--- config.mk ---
export PLATFORM = sky130hd
export DESIGN_NAME = alarm_responder
export DESIGN_NICKNAME = d
export VERILOG_FILES = /design/src/rtl/alarm_pkg.sv /design/src/rtl/alarm_input_sync.sv /design/src/rtl/alarm_responder.sv
export SDC_FILE = /design/constraint.sdc
export NUM_CORES = 1
export LEC_CHECK = 0
export CAP_MARGIN = 20
export CORE_MARGIN = 3
export CORE_UTILIZATION = 30
export CTS_BUF_LIST = sky130_fd_sc_hd__clkbuf_16
export DETAILED_ROUTE_END_ITERATION = 10
export PLACE_DENSITY = 0.51
export SLEW_MARGIN = 20
export SYNTH_ARGS = -nofsm -noshare
export SYNTH_HDL_FRONTEND = slang
export SYNTH_SLANG_ARGS = --single-unit
export TNS_END_PERCENT = 50
--- constraint.sdc ---
create_clock -name clk -period 3.3 [get_ports clk]
set_clock_uncertainty 0.1 [all_clocks]
set_input_delay 0.66 -clock clk [delete_from_list [all_inputs] [get_ports clk]]
set_output_delay 0.66 -clock clk [all_outputs]
set_load 0.005 [all_outputs]
--- src/rtl/alarm_pkg.sv ---
// Shared types and constants for the intrusion responder.
// State codes and fixed widths used by the FSM and the bench.
package alarm_pkg;

    localparam int STATE_W     = 3;
    localparam int ALARM_CNT_W = 8;

    typedef enum logic [STATE_W-1:0] {
        ST_DISARMED    = 3'd0,
        ST_EXIT_DELAY  = 3'd1,
        ST_ARMED       = 3'd2,
        ST_ENTRY_DELAY = 3'd3,
        ST_ALARM       = 3'd4
    } state_e;

endpackage

--- src/rtl/alarm_input_sync.sv ---
// Two-flop synchronizer for asynchronous sensor/tamper inputs.
// Ports: clk, rst_n (async active-low), d (raw), q (synchronized).
module alarm_input_sync #(
    parameter int W = 1
) (
    input  logic         clk,
    input  logic         rst_n,
    input  logic [W-1:0] d,
    output logic [W-1:0] q
);

    logic [W-1:0] r_meta;
    logic [W-1:0] r_sync;

    always_ff @(posedge clk or negedge rst_n) begin
        if (!rst_n) begin
            r_meta <= '0;
            r_sync <= '0;
        end else begin
            r_meta <= d;
            r_sync <= r_meta;
        end
    end

    assign q = r_sync;

endmodule

--- src/rtl/alarm_responder.sv ---
// Intrusion response FSM: exit delay, armed watch, entry delay, siren.
// Ports: clk, rst_n, systemArmed, disarmedState, sensor_zone, zone_enable,
//   tamper in; state, siren, armed_led, countdown, zone_latched,
//   alarm_count out.
module alarm_responder
    import alarm_pkg::*;
#(
    parameter int NUM_ZONES          = 4,
    parameter int CNT_W              = 16,
    parameter int EXIT_DELAY_CYCLES  = 1000,
    parameter int ENTRY_DELAY_CYCLES = 500,
    parameter int SIREN_CYCLES       = 4000
) (
    input  logic                   clk,
    input  logic                   rst_n,
    input  logic                   systemArmed,
    input  logic                   disarmedState,
    input  logic [NUM_ZONES-1:0]   sensor_zone,
    input  logic [NUM_ZONES-1:0]   zone_enable,
    input  logic                   tamper,
    output logic [STATE_W-1:0]     state,
    output logic                   siren,
    output logic                   armed_led,
    output logic [CNT_W-1:0]       countdown,
    output logic [NUM_ZONES-1:0]   zone_latched,
    output logic [ALARM_CNT_W-1:0] alarm_count
);

    // A state loaded with N-1 is left after exactly N cycles.
    localparam logic [CNT_W-1:0] EXIT_LOAD  = CNT_W'(EXIT_DELAY_CYCLES - 1);
    localparam logic [CNT_W-1:0] ENTRY_LOAD = CNT_W'(ENTRY_DELAY_CYCLES - 1);
    localparam logic [CNT_W-1:0] SIREN_LOAD = CNT_W'(SIREN_CYCLES - 1);

    logic [STATE_W-1:0]     r_state;
    logic [CNT_W-1:0]       r_cnt;
    logic [NUM_ZONES-1:0]   r_zone_latched;
    logic [ALARM_CNT_W-1:0] r_alarm_cnt;

    logic [NUM_ZONES:0]     w_sync_in;
    logic [NUM_ZONES:0]     w_sync_out;
    logic                   w_tamper;
    logic [NUM_ZONES-1:0]   w_trip_vec;
    logic                   w_trip;
    logic                   w_arm_req;
    logic                   w_disarm_req;
    logic                   w_cnt_zero;
    logic [STATE_W-1:0]     w_state_nxt;
    logic [CNT_W-1:0]       w_cnt_nxt;
    logic [NUM_ZONES-1:0]   w_zl_nxt;
    logic                   w_enter_alarm;

    assign w_sync_in = {tamper, sensor_zone};

    alarm_input_sync #(
        .W (NUM_ZONES + 1)
    ) u_sync (
        .clk   (clk),
        .rst_n (rst_n),
        .d     (w_sync_in),
        .q     (w_sync_out)
    );

    assign w_tamper     = w_sync_out[NUM_ZONES];
    assign w_trip_vec   = w_sync_out[NUM_ZONES-1:0] & zone_enable;
    assign w_trip       = |w_trip_vec;
    assign w_arm_req    = systemArmed & ~disarmedState;
    assign w_disarm_req = disarmedState;
    assign w_cnt_zero   = (r_cnt == '0);

    // Counter defaults to 0 outside the timed states so countdown stays clean.
    always_comb begin
        w_state_nxt   = r_state;
        w_cnt_nxt     = '0;
        w_zl_nxt      = r_zone_latched;
        w_enter_alarm = 1'b0;
        case (r_state)
            ST_DISARMED: begin
                if (w_arm_req) begin
                    w_state_nxt = ST_EXIT_DELAY;
                    w_cnt_nxt   = EXIT_LOAD;
                    w_zl_nxt    = '0;
                end
            end
            ST_EXIT_DELAY: begin
                if (w_disarm_req)    w_state_nxt = ST_DISARMED;
                else if (w_tamper)   w_state_nxt = ST_ALARM;
                else if (w_cnt_zero) w_state_nxt = ST_ARMED;
                else                 w_cnt_nxt   = r_cnt - 1'b1;
            end
            ST_ARMED: begin
                if (w_disarm_req) begin
                    w_state_nxt = ST_DISARMED;
                end else if (w_tamper) begin
                    w_state_nxt = ST_ALARM;
                end else if (w_trip) begin
                    w_state_nxt = ST_ENTRY_DELAY;
                    w_cnt_nxt   = ENTRY_LOAD;
                    w_zl_nxt    = w_trip_vec;
                end
            end
            ST_ENTRY_DELAY: begin
                if (w_disarm_req) begin
                    w_state_nxt = ST_DISARMED;
                end else if (w_tamper) begin
                    w_state_nxt = ST_ALARM;
                end else begin
                    w_zl_nxt = r_zone_latched | w_trip_vec;
                    if (w_cnt_zero) w_state_nxt = ST_ALARM;
                    else            w_cnt_nxt   = r_cnt - 1'b1;
                end
            end
            ST_ALARM: begin
                if (w_disarm_req) begin
                    w_state_nxt = ST_DISARMED;
                end else begin
                    w_zl_nxt = r_zone_latched | w_trip_vec;
                    if (w_cnt_zero) w_state_nxt = ST_ARMED;
                    else            w_cnt_nxt   = r_cnt - 1'b1;
                end
            end
            default: w_state_nxt = ST_DISARMED;
        endcase
        // Every path into ALARM shares the siren load and the entry count.
        if (w_state_nxt == ST_ALARM && r_state != ST_ALARM) begin
            w_enter_alarm = 1'b1;
            w_cnt_nxt     = SIREN_LOAD;
        end
    end

    always_ff @(posedge clk or negedge rst_n) begin
        if (!rst_n) begin
            r_state        <= ST_DISARMED;
            r_cnt          <= '0;
            r_zone_latched <= '0;
            r_alarm_cnt    <= '0;
        end else begin
            r_state        <= w_state_nxt;
            r_cnt          <= w_cnt_nxt;
            r_zone_latched <= w_zl_nxt;
            if (w_enter_alarm && r_alarm_cnt != '1)
                r_alarm_cnt <= r_alarm_cnt + 1'b1;
        end
    end

    // Counter decrements every cycle in EXIT_DELAY, so its LSB is the blink.
    always_comb begin
        siren     = 1'b0;
        armed_led = 1'b0;
        countdown = '0;
        case (r_state)
            ST_EXIT_DELAY: begin
                armed_led = r_cnt[0];
                countdown = r_cnt;
            end
            ST_ARMED: armed_led = 1'b1;
            ST_ENTRY_DELAY: begin
                armed_led = 1'b1;
                countdown = r_cnt;
            end
            ST_ALARM: begin
                siren     = 1'b1;
                armed_led = 1'b1;
                countdown = r_cnt;
            end
            default: ;
        endcase
    end

    assign state        = r_state;
    assign zone_latched = r_zone_latched;
    assign alarm_count  = r_alarm_cnt;

endmodule
==> run_results.csv <==
group,metric,value,unit
status,status,"finished clean",
power,clkPwrFrac,31.1,%
yosys,synth_nets,223,
drt,drtIter0Drc,88,
drt,vias_per_cell,4.65,
floorplanning,core-area,6830,µm²
cells_and_area,fin_area,2830,µm²
global_routing,grt_max_degree,42,
floorplanning,die_area,8160,µm²
cts,cts_resized,0,
cts,cts_setup_buffers,0,
yosys,synth-edff-count,0,
floorplanning,die_h,90.4,µm
floorplanning,fp-row-count,30,
power,vdd_drop_max,0.000242,V
sta,fin_setup_tns,0,ps
yosys,netlist_area,2130,µm²
yosys,ys_seq_area_share,48.1,%
sta,fmax,0.333,GHz
yosys,synth.avg_cell_area,10.3,µm²
global_routing,grt_usage,12.5,%
sta,post-route-period-util,91.0,%
worst_setup_path,cpLargestDelayFamily,"buffers and inverters",
worst_setup_path,slowest_delay,530,ps
yosys,ys_ff_latch,41,
power,switching_share,30.9,%
drt,wl_per_cell,13.4,µm
worst_setup_path,startpoint,"state[0]",
drt,drt_pass1_iterations,4,
power,seqPwrFrac,41.6,%
placed_design,postPlaceCellArea,2680,µm²
sta,setup_viol,0,
drt,wl_met1,2.31,mm
worst_setup_path,r2r_cells,7,
sta,hold_viol,0,
worst_setup_path,rrSetupSlack,970,ps
global_routing,grt_pass1_wl,8.31,mm
worst_setup_path,required,2540,ps
yosys,async_flop_share,100,%
cells_and_area,antenna_cells,0,
cts,clk_pin_slew_worst_paths,60,ps
flow_run,maxCapViolCount,0,
floorplanning,die_x,90.4,µm
worst_setup_path,crit_end,"countdown[15]",
cts,h-tree-depth,2,
worst_setup_path,r2r-start,"r_cnt[0]",
sta,relSlewSlack,39.5,%
cts,cts_root_buf,"clkbuf_16",
power,p_comb_share,27.3,%
drt,vias,1637,
yosys,yosys_warnings,0,
cells_and_area,instances_no_fill,352,
cts,clk_path_buf_depth,2,
placed_design,port_buffers,45,
worst_setup_path,path_cells,"nor2_1 > nand2_1 > inv_1 > a21oi_1 > buf_4 > nor2b_1 > clkdlybuf4s50_1",
worst_setup_path,reg2reg_to,"r_cnt[8]",
worst_setup_path,cp.depth,7,
global_routing,grt_pass1_vias,1705,
min_path,hp-class,"reg2reg",
cells_and_area,synthToLayoutAreaGrowth,32.5,%
drt,highest_layer,"met4",
cts,numCtsBuffers,5,
drt,met2_length,2.14,mm
placed_design,routabilityCongestion,0.773,
worst_setup_path,critPathKind,"reg2out",
floorplanning,pin_count,46,
placed_design,dp_cells,344,
drt,wl,4.70,mm
cts,hold_buffers,0,
power,p_switching,0.469,mW
yosys,synth.largest_area_cell,"dfrtp_1",
yosys,synth_ff_type,"dfrtp_1",
worst_setup_path,crit_path_end_kind,"primary output",
yosys,synth_top_area_share,48.1,%
cells_and_area,layout-drive-gt1-share,9.77,%
cts,cts_tree,"built",
drt,wl_met3,213,µm
power,intPower,1.05,mW
worst_setup_path,cp.arrival,2240,ps
drt,ant_nets,0,
floorplanning,initial_core_util,31.2,%
yosys,synthTopCellsByCount,"41 x dfrtp_1, 19 x nand2_1, 15 x nor2_1",
sta,slew_violations,0,
worst_setup_path,critPathMaxFanout,16,
placed_design,detailed_place_hpwl,3.37,mm
global_routing,grt_overflow_total,0,
yosys,synth.most_common_cell,"dfrtp_1",
drt,drc,0,
cts,clock_latency,280,ps
power,p_leak,1.14,nW
sta,worst_pin_slew,907,ps
cells_and_area,fin_nets,270,
sta,rsz0062_at_grt,"false",
yosys,synth_cell_types,46,
cts,cts.sinks,41,
yosys,ys_top_cells_by_area,"dfrtp_1 48%, xor2_1 4.5%, nor2b_1 4.1%",
global_routing,antenna_found_initial,0,
worst_setup_path,worst-path-buf-inv,3,
worst_setup_path,crit_slowest_cell,"dfrtp_1",
sta,final.min_clock_period,3000,ps
yosys,synthCells,208,
power,p_per_area,537,nW/µm²
worst_setup_path,start_kind,"register",
## final cells by class
cell class                 instances  area [µm²]
fill                             715        4000
multi-input combinational        154        1050
sequential                        41        1030
timing repair buffer              47         460
clock buffer                       5         125
tap                               96         120
inverter                           6        22.5
clock inverter                     3        18.8
## registers in the layout (all words and copies together) (netlist names)
register	count
alarm_count	8
r_cnt	16
state	3
u_sync.q	5
u_sync.r_meta	5
zone_latched	4
## worst min-delay path by stage
stage                      from           to  slack (ps)  cells after the start
3_5_place_dp   u_sync.r_meta[2]  u_sync.q[2]         240                      0
2_1_floorplan  u_sync.r_meta[0]  u_sync.q[0]         230                      0
6_report       u_sync.r_meta[2]  u_sync.q[2]         250                      0
5_1_grt        u_sync.r_meta[0]  u_sync.q[0]         260                      0
3_3_place_gp   u_sync.r_meta[2]  u_sync.q[2]         230                      0
4_1_cts        u_sync.r_meta[2]  u_sync.q[2]         250                      0
## per-stage QoR
stage          util [%]  total power [mW]  setup WS, ps  hold slack (ps)
4_1_cts            41.4              1.54           273              253
5_1_grt            41.4              1.63          78.4              261
3_3_place_gp       39.3              1.06           654              234
3_5_place_dp       39.3              1.06           590              239
2_1_floorplan         -             0.893           892              231
6_report           41.4              1.52           298              249
## layer usage
metal | global-route usage [%] | vias up
li1 | - | 821
met1 | 16.7 | 774
met2 | 20.5 | 38
met3 | 3.33 | 4
met4 | 2.68 | 0
met5 | 0 | -
## worst reg2reg max path: stages, from the launching register on
cell,delay (ps)
dfrtp_1,440
inv_1,110
ha_1,300
or4bb_1,480
nor4_4,300
o21ai_2,190
and2_1,230
o21ai_1,100
## layout by cell type (no fill, tap or decap), types with 2 or more instances in the layout
master	instances
xnor2_1	8
nand2_1	19
o211ai_1	3
xor2_1	11
a22o_1	2
nand3_1	7
clkdlybuf4s50_1	44
buf_4	2
and2_1	3
nor2_1	15
inv_1	7
o21ai_0	9
or3_1	6
mux2_1	3
nor3_1	5
ha_1	2
a21oi_1	9
nor2b_1	14
clkbuf_16	5
or4_4	4
clkinvlp_4	2
a211oi_1	3
dfrtp_1	41
o21ai_1	7
nand2b_1	2
## power groups by stage
stage | registers, mW | logic [mW] | clock network, mW
floorplan | 0.622 | 0.271 | 0
finish | 0.632 | 0.415 | 0.472
global placement | 0.642 | 0.422 | 0
CTS | 0.633 | 0.425 | 0.483
detailed placement | 0.642 | 0.422 | 0
global route | 0.649 | 0.469 | 0.509
## cell families (layout without fill, tap and decap cells)
logic type	count (synthesis)	after routing	share of synthesized area, %
buffers and inverters	13	61	2.52
multiplexers	3	3	1.58
adder cells (fa/ha/maj)	2	2	1.17
XOR/XNOR	19	19	7.80
flip-flops	41	41	48.1
AO/OA/AOI/OAI	44	44	14.3
AND/OR/NAND/NOR	86	86	24.6
Power figures use the tool's default switching activity.
